**src/rtl/logic_operand_stage.sv**
```systemverilog
// Operand FIFO feeding an external combinational logic unit, with a registered
// result stage under valid/ready handshake and a wrapping hand-off counter.
module logic_operand_stage #(
    parameter int DEPTH = 4,
    parameter int WIDTH = 32
) (
    input  logic                     clk,
    input  logic                     rst,
    input  logic                     in_valid,
    output logic                     in_ready,
    input  logic [WIDTH-1:0]         in_a,
    input  logic [WIDTH-1:0]         in_b,
    output logic [WIDTH-1:0]         lu_a,
    output logic [WIDTH-1:0]         lu_b,
    input  logic [WIDTH-1:0]         lu_out,
    output logic                     res_valid,
    input  logic                     res_ready,
    output logic [WIDTH-1:0]         res_data,
    output logic                     res_zero,
    output logic [$clog2(DEPTH):0]   count,
    output logic [15:0]              done_cnt
);
    localparam int AW = $clog2(DEPTH);
    localparam logic [AW:0] FULL = (AW+1)'(DEPTH);

    typedef struct packed {
        logic [WIDTH-1:0] a;
        logic [WIDTH-1:0] b;
    } pair_t;

    pair_t         mem [DEPTH];
    logic [AW-1:0] wptr, rptr;
    logic          push, pop, can_load, res_fire;

    // No bypass: a full FIFO refuses input even when the head pops this cycle.
    assign in_ready = (count < FULL);
    assign push     = in_valid && in_ready;
    assign can_load = (count != '0) && (!res_valid || res_ready);
    assign pop      = can_load;
    assign res_fire = res_valid && res_ready;

    assign lu_a = (count != '0) ? mem[rptr].a : '0;
    assign lu_b = (count != '0) ? mem[rptr].b : '0;

    always_ff @(posedge clk) begin
        if (push)
            mem[wptr] <= '{a: in_a, b: in_b};
    end

    always_ff @(posedge clk) begin
        if (rst) begin
            wptr  <= '0;
            rptr  <= '0;
            count <= '0;
        end else begin
            if (push)
                wptr <= wptr + AW'(1);
            if (pop)
                rptr <= rptr + AW'(1);
            count <= count + {{AW{1'b0}}, push} - {{AW{1'b0}}, pop};
        end
    end

    // Reload takes priority over clearing, so back-to-back results keep valid high.
    always_ff @(posedge clk) begin
        if (rst) begin
            res_valid <= 1'b0;
            res_data  <= '0;
            res_zero  <= 1'b1;
            done_cnt  <= '0;
        end else begin
            if (can_load) begin
                res_valid <= 1'b1;
                res_data  <= lu_out;
                res_zero  <= (lu_out == '0);
            end else if (res_fire) begin
                res_valid <= 1'b0;
            end
            if (res_fire)
                done_cnt <= done_cnt + 16'd1;
        end
    end
endmodule
```
**config.mk**
```make
export PLATFORM = sky130hd
export DESIGN_NAME = logic_operand_stage
export DESIGN_NICKNAME = d
export VERILOG_FILES = /design/src/rtl/logic_operand_stage.sv
export SDC_FILE = /design/constraint.sdc
export NUM_CORES = 1
export LEC_CHECK = 0
export BUFFER_PORTS_ARGS = -buffer_cell sky130_fd_sc_hd__buf_2
export CORE_ASPECT_RATIO = 0.75
export CORE_MARGIN = 2
export CORE_UTILIZATION = 60
export DETAILED_ROUTE_END_ITERATION = 10
export PLACE_DENSITY_LB_ADDON = 0.2
export SLEW_MARGIN = 15
export SYNTH_ARGS = -nofsm -noshare
export SYNTH_HDL_FRONTEND = slang
export SYNTH_SLANG_ARGS = --single-unit
export TNS_END_PERCENT = 10
```
**constraint.sdc**
```tcl
create_clock -name clk -period 4.5 [get_ports clk]
set_input_delay 0.9 -clock clk [delete_from_list [all_inputs] [get_ports clk]]
set_output_delay 0.9 -clock clk [all_outputs]
set_load 0.05 [all_outputs]
```
==> run summary, run 1 <==
## CTS
* clkbuf_16 — clk root buf
* 0 — cells resized by post-CTS repair
* 0 — number of hold buffers added after CTS
* 29 — Num CTS Buffers
* 3 — Bufs on Longest Clock Path
* built — TritonCTS clock tree
* 0.53 ns — clock insertion delay at the later pin of the skew report
* 315 — Clock Sinks
* 0.07 ns — clock-pin slew of the registers on the worst-case setup and hold paths
* 1 — CTS H-tree lvls
* 0 — Post-CTS Repair Setup Buffers

## Die
* 0.0212 sq mm — full die area
* 44 — site row count
* 61.6% — initial standard-cell utilization of the core
* 218 — number of top-level pins
* 126 microns — floorplan die height
* 167 microns — Die Width
* 0.0195 sq mm — total core area

## Global routing
* 0 — initial antenna violation count
* 36100 microns — global-route wire length before repair
* 6963 — number of global-route vias before repair
* 66 — maximum number of pins on one net before global-route repair
* 21.9% — aggregate global-route resource usage
* 0 — Remaining Overflow, GRT

## Flow run
* 0 — MaxCap Viol Count

## STA
* 0 — total count of hold-check failures in the final report
* 79.0% — share of the cycle needed by the critical path after routing
* 1.05 ns — transition time of the tightest slew-check pin
* 30.3% — Relative slew margins
* no — RSZ-0062 raised after global routing
* 0.454 ns — worst hold margin
* 0 — final slew viol count
* 0 — endpoints failing setup
* 0.281 GHz — Fmax
* 3.56 ns — min Tclk post-route
* 0.0230 ns — Worst Skew
* 0.945 ns — PnR worst setup slack
* 0 ns — Setup TNS

## Synthesis
* 686 — post-synthesis instance total
* 73.9% — proportion of synthesized chip area in sequential cells
* 794 — post-synth net total
* 0 — Syn. warnings
* 0.0120 sq mm — post-synth design cell area
* 315 — number of storage elements in the synthesis netlist
* 17.5 sq um — Avg Synthesized Cell Area
* 32 — number of distinct standard cells referenced by the synthesized netlist

## Pwr
* 36.2% — portion of total power attributed to combinational logic
* 5.23 nW — Static Leakage
* 38.3% — share of power burned in registers
* 38.3% — switching share of power
* 6.10 mW — internal cell power
* 25.5% — Clock Power Share
* 3.79 mW — NetSw
* 0.000552 V — Max VDD drop
* 692 mW/mm^2 — power density cells

## Drt
* 9 — detailed-routing iteration count for the pre-antenna-repair pass
* 435 — number of violations reported at the end of detailed-routing iteration 0
* 19.9 microns — routed wirelength normalized by instance count
* 6689 — Via Count
* 5.68 — number of vias per cell
* 0 — ANT nets after route
* 12 — drt drc
* 23400 microns — Routed Wire Length

## Run status
* DRC — failing checks
* finished with violations — status

## Setup path
* register to output port — Setup Crit Path Kind
* register — Setup crit start kind
* buf_4, mux4_2, and2_1, buf_2 — cell chain of the critical path
* dfxtp_4 — cell at the slowest stage of the critical path
* 3.60 ns — Required @ worst endpoint
* 1.15 ns — R2R setup slack
* output port — kind of capture point of the worst setup path
* 2.66 ns — Arr. time, crit path
* 0.74 ns — Critical Path Max Stage Delay
* 29 — critical path fanouts, max

## Place
* 14200 microns — HPWL after detailed placement
* 0.813 ns — DP Worst Slack
* 217 — Port-buffer cells
* 0.840 — routability congestion estimate

## Final layout
* 19.2% — area overhead of the layout relative to synthesis
* 36.8% — layout cells sized above 1
* 1198 — final-layout fill cell count
* 1012 — Final Net Count
* 0 — number of antenna diodes

## Hold path
* register to register — class of the worst hold path

## stage by stage
step	power, mW	utilization [%]	instance area, sq um	std cells
CTS	9.97	73.4	14300	1178
floorplan	6.62	-	12000	686
detailed placement	7.46	68.2	13300	1126
global placement	7.40	68.2	13300	1126
finish	9.90	73.4	14300	1178
global route	10.3	73.4	14300	1178
## routing by layer
layer / GRT usage, % / vias up / wire, microns
li1: - / 3049 / -
met1: 29.8 / 3407 / 9880
met2: 37.8 / 197 / 11900
met3: 3.65 / 36 / 1200
met4: 5.47 / 0 / 493
met5: 0 / - / 0
## final timing paths
kind,start,endpoint,depth (start not counted)
min reg2reg,res_data[6],res_data[6],2
min,res_data[6],res_data[6],2
max,register,lu_a[29],4
max reg2reg,count[1],count[2],11
## synth_stat cells
cell      number  area share, %
edfxtp_1     256             64
nand2_1       69            2.2
and2_1        68            3.5
mux4_2        64             12
dfxtp_1       59            9.8
a21oi_1       41            1.7
nor2_1        18           0.56
clkbuf_1      15           0.47
buf_2          8           0.33
nor4_1         8           0.42
xor2_1         8           0.58
ha_1           7           0.73
inv_1          7           0.22
nand3_1        7           0.29
xnor2_1        7           0.51
buf_4          6           0.38
nand4_1        6           0.31
or3_1          6           0.31
buf_1          5           0.16
o21ai_0        5           0.21
and3_1         2           0.10
and4_4         2           0.19
nor2b_1        2           0.10
nor3_1         2          0.083
and3_2         1          0.063
and4_1         1          0.073
fa_1           1           0.17
inv_2          1          0.031
nand2_2        1          0.052
nand2b_1       1          0.052
nand4_4        1           0.18
o31ai_1        1          0.063
## registers in the layout (all words and copies together) (netlist names), named ones only
signal     cells
res_zero       1
res_data      32
mem          256
done_cnt      16
rptr           2
wptr           2
res_valid      1
count          3
## critical path, delay by kind of cell, from the launching register on
family / cells / cell delay, ns
multiplexers: 1 / 0.54
buffers and inverters: 2 / 0.65
flip-flops: 1 / 0.74
AND/OR/NAND/NOR: 1 / 0.18
## layout make-up
type | instances | area (sq um) | area share (%)
multi-input cells | 329 | 2950 | 20.6
repair buffers | 221 | 1120 | 7.81
flip-flops and latches | 315 | 8880 | 62.1
well taps | 253 | 317 | 2.21
inverters | 8 | 30.0 | 0.210
clock buffers | 42 | 912 | 6.38
clock inverters | 10 | 98.8 | 0.691
## cell usage in the layout, fill, tap and decap left out, types with 2 or more instances in the layout
cell / instances
clkinv_2: 2
xnor2_1: 7
nor4_1: 8
and2_1: 64
ha_1: 7
dfxtp_1: 57
and3_1: 2
clkbuf_1: 6
buf_2: 217
nor3_1: 2
xor2_1: 8
nor2_1: 18
bufinv_16: 2
nand4_1: 6
and2_4: 4
dfxtp_4: 2
clkbuf_16: 35
and4_4: 2
or3_1: 5
nor2b_1: 2
inv_1: 7
mux4_2: 64
edfxtp_1: 256
clkinv_1: 4
nand2_1: 69
a21oi_1: 41
o21ai_0: 5
buf_4: 4
nand3_1: 7
## power by group through the flow
stage / clock network, mW / logic, mW / registers, mW
final: 2.53 / 3.58 / 3.79
after detailed placement: 0 / 3.60 / 3.85
after global routing: 2.66 / 3.77 / 3.83
after CTS: 2.55 / 3.61 / 3.80
after global placement: 0 / 3.56 / 3.83
after floorplan: 0 / 2.60 / 4.03
## logic make-up after synthesis
kind of cell / after synthesis / synth area share [%]
muxes: 64 / 12.0
adders and majority gates: 8 / 0.897
and+or+nand+nor: 195 / 8.50
xor gates and xnor gates: 15 / 1.10
buffers and inverters: 42 / 1.59
AOI/OAI and AO/OA: 47 / 1.98
DFF: 315 / 73.9
Power figures use the tool's default switching activity.
==> inputs of run 2 (changes only) <==
Settings changed: ABC_AREA from default to 1, CORE_UTILIZATION 60 to 50.
Clock period 4.5 ns to 2.93 ns, I/O delays scaled along.
==> run summary, run 2 <==
## STA
* 0.364 GHz — Fmax
* 0 — endpoints failing setup, unchanged
* 0 ns — Setup TNS, unchanged
* no — RSZ-0062 raised after global routing, unchanged
* 0.865 ns — transition time of the tightest slew-check pin, was 1.05 ns
* 2.75 ns — min Tclk post-route
* 0 — final slew viol count, unchanged
* 0.00864 ns — Worst Skew, was 0.0230 ns
* 0 — total count of hold-check failures in the final report, unchanged
* 42.3% — Relative slew margins, was 30.3%
* 0.182 ns — PnR worst setup slack, was 0.945 ns
* 93.8% — share of the cycle needed by the critical path after routing

## Die
* 186 microns — Die Width, was 167 microns
* 140 microns — floorplan die height, was 126 microns
* 0.0260 sq mm — full die area, was 0.0212 sq mm
* 51.2% — initial standard-cell utilization of the core, was 61.6%
* 49 — site row count, was 44
* 218 — number of top-level pins, unchanged
* 0.0242 sq mm — total core area, was 0.0195 sq mm

## Synthesis
* 315 — number of storage elements in the synthesis netlist, unchanged
* edfxtp_1 — library cell occupying the most area in the post-synthesis netlist, unchanged
* 306 x nor2_1, 256 x edfxtp_1, 165 x o21ai_0, 103 x a21oi_1, 59 x dfxtp_1 — most frequent cells after synthesis, was 256 x edfxtp_1, 69 x nand2_1, 68 x and2_1, 64 x mux4_2, 59 x dfxtp_1
* nor2_1 — most common cell in the netlist, was edfxtp_1
* 62.2% — area share of the largest cell type after synthesis, was 64.1%
* 71.7% — proportion of synthesized chip area in sequential cells, was 73.9%
* 11.3 sq um — Avg Synthesized Cell Area, was 17.5 sq um
* 0 — Syn. warnings, unchanged
* 0.0124 sq mm — post-synth design cell area, was 0.0120 sq mm
* 1091 — post-synthesis instance total, was 686
* 256 — number of enable flip-flop cells after synthesis, unchanged
* 1199 — post-synth net total, was 794
* edfxtp_1 — prevailing post-synth register cell, unchanged
* 0% — share of synthesized flip-flops with an asynchronous set or reset, unchanged
* 27 — number of distinct standard cells referenced by the synthesized netlist, was 32
* edfxtp_1 62%, dfxtp_1 9.6%, nor2_1 9.3% — leading cell types by total area after synthesis, was edfxtp_1 64%, mux4_2 12%, dfxtp_1 9.8%

## Global routing
* 8 — initial antenna violation count, was 0
* 20.9% — aggregate global-route resource usage, was 21.9%
* 0 — Remaining Overflow, GRT, unchanged
* 67 — maximum number of pins on one net before global-route repair, was 66
* 8063 — number of global-route vias before repair, was 6963
* 42700 microns — global-route wire length before repair, was 36100 microns

## Setup path
* register — Setup crit start kind, unchanged
* 2.34 ns — Required @ worst endpoint, was 3.60 ns
* output port — kind of capture point of the worst setup path, unchanged
* 2.16 ns — Arr. time, crit path, was 2.66 ns
* 32 — critical path fanouts, max, was 29
* count[1] — reg-to-reg critical path startpoint, unchanged
* register to output port — Setup Crit Path Kind, unchanged
* count[1] — timing startpoint of the critical path

## Pwr
* 34.3% — share of power burned in registers, was 38.3%
* 21.8% — Clock Power Share, was 25.5%
* 43.9% — portion of total power attributed to combinational logic, was 36.2%
* 16.6 mW — total power, was 9.90 mW
* 9.20 mW — internal cell power, was 6.10 mW
* 7.43 mW — NetSw, was 3.79 mW
* 5.75 nW — Static Leakage, was 5.23 nW
* 1120 mW/mm^2 — power density cells, was 692 mW/mm^2
* 44.7% — switching share of power, was 38.3%
* 0.000880 V — Max VDD drop, was 0.000552 V

## Final layout
* mem (256), res_data (32), done_cnt (16) — Regs by FF count, unchanged
* 19.7% — area overhead of the layout relative to synthesis, was 19.2%
* nor2_1 — most frequent standard cell in the layout excluding fill and tap cells, was edfxtp_1
* 1413 — Final Net Count, was 1012
* 256 — max FFs per register, unchanged
* 302 x nor2_1, 256 x edfxtp_1, 217 x buf_2 — commonest cells after routing, fill and taps aside, was 256 x edfxtp_1, 217 x buf_2, 69 x nand2_1
* 1662 — Layout Cells excl Fill, was 1178
* mem — largest register by flop count, unchanged
* 22.5% — layout cells sized above 1, was 36.8%

## Place
* 16500 microns — HPWL after detailed placement, was 14200 microns
* 217 — Port-buffer cells, unchanged
* 1602 — number of placed instances, taps included, was 1126
* 0.569 ns — DP Worst Slack, was 0.813 ns
* 0.823 — routability congestion estimate, was 0.840

## Flow run
* 0 — MaxCap Viol Count, unchanged

## CTS
* 0.54 ns — clock insertion delay at the later pin of the skew report, was 0.53 ns
* clkbuf_16 — clk root buf, unchanged
* 30 — Num CTS Buffers, was 29
* 3 — Bufs on Longest Clock Path, unchanged
* 1 — CTS H-tree lvls, unchanged
* 0.06 ns — clock-pin slew of the registers on the worst-case setup and hold paths, was 0.07 ns
* built — TritonCTS clock tree, unchanged
* 315 — Clock Sinks, unchanged

## Drt
* 16.8 microns — routed wirelength normalized by instance count, was 19.9 microns
* 563 — number of violations reported at the end of detailed-routing iteration 0, was 435
* 8523 — Via Count, was 6689
* 5.13 — number of vias per cell, was 5.68
* 27900 microns — Routed Wire Length, was 23400 microns
* 0 — ANT nets after route, unchanged
* 0 — drt drc, was 12
* 5 — detailed-routing iteration count for the pre-antenna-repair pass, was 9

## Hold path
* in_b[27] — HP Start, was res_data[6]
* primary input to register — class of the worst hold path, was register to register

## Run status
* finished, final reports clean — status, was finished with violations

-- run 2: cell types whose count changed in the layout (fill, tap and decap cells not counted), sizes merged, moves of 20 or more --
| cell | previous run | this run |
|---|---|---|
| o21ai | 5 | 170 |
| nand2 | 70 | 41 |
| and2 | 68 | 0 |
| a21oi | 41 | 103 |
| nor2 | 18 | 307 |
| mux4 | 64 | 0 |
| buf | 221 | 241 |
| inv | 8 | 60 |
-- run 2: worst max-delay path: stages, from the launching register on --
cell     delay [ns]
dfxtp_1        0.42
nor2_1         0.07
nand2_2        0.10
inv_2          0.20
buf_12         0.25
a21oi_1        0.23
buf_2          0.32
-- run 2: kinds of logic (layout without fill, tap and decap cells) --
logic type / Yosys count / after routing / share of synthesized area (%)
and+or+nand+nor: 372 / 372 / 11.8
DFF: 315 / 315 / 71.7
AOI/OAI and AO/OA: 275 / 275 / 11.2
buffers and inverters: 120 / 357 / 4.33
adders and majority gates: 8 / 8 / 0.870
xor gates and xnor gates: 1 / 1 / 0.0708
other: 0 / 3 / 0
-- run 2: cell type report --
cell class | instances | area [sq um]
Fill cell | 2015 | 9360
Sequential cell | 315 | 8870
Multi-Input combinational cell | 656 | 2990
Timing Repair Buffer | 241 | 1370
Clock buffer | 47 | 856
Tap cell | 331 | 414
Inverter | 61 | 230
Clock inverter | 8 | 61.3
Antenna cell | 3 | 7.51
-- run 2: path summary, 6_finish.rpt --
path / to / slack, ns / cells after the start
worst max-delay path: lu_b[25] / 0.18 / 6
worst min register to register: register / 0.46 / 1
worst min-delay path: mem[3][27] / 0.26 / 1
worst max register to register: count[2] / 0.85 / 12
-- run 2: power groups by stage --
stage / Clock [mW] / Combinational (mW) / Sequential (mW)
after CTS: 3.70 / 7.31 / 5.73
after detailed placement: 0 / 7.23 / 5.85
final: 3.62 / 7.30 / 5.71
after floorplan: 0 / 4.79 / 6.50
after global placement: 0 / 7.15 / 5.83
after global routing: 3.86 / 7.84 / 5.76
-- run 2: repair_timing --
item | 4_1_cts | 5_1_grt
hold buffers | 0 | 0
gates resized for setup | 0 | 0
setup buffers | 1 | 1
pin swaps | 0 | 0
setup endpoints to repair | 1 | 1
-- run 2: per-layer routing --
| layer | global-route usage [%] | wire (microns) | share of wire [%] |
|---|---|---|---|
| met2 | 33.4 | 12800 | 46 |
| met1 | 29.4 | 12700 | 45 |
| met3 | 4.89 | 1860 | 6.7 |
| met4 | 4.72 | 456 | 1.6 |
| met5 | 0 | 63 | 0.23 |
-- run 2: per-stage QoR --
| step | area [sq um] | hold slack (ns) | utilization, % |
|---|---|---|---|
| 2_1_floorplan | 12400 | 0.412 | - |
| 3_3_place_gp | 13800 | 0.419 | 57.3 |
| 3_5_place_dp | 13800 | 0.453 | 57.3 |
| 4_1_cts | 14800 | 0.236 | 61.2 |
| 5_1_grt | 14800 | 0.241 | 61.3 |
| 6_report | 14800 | 0.258 | 61.3 |
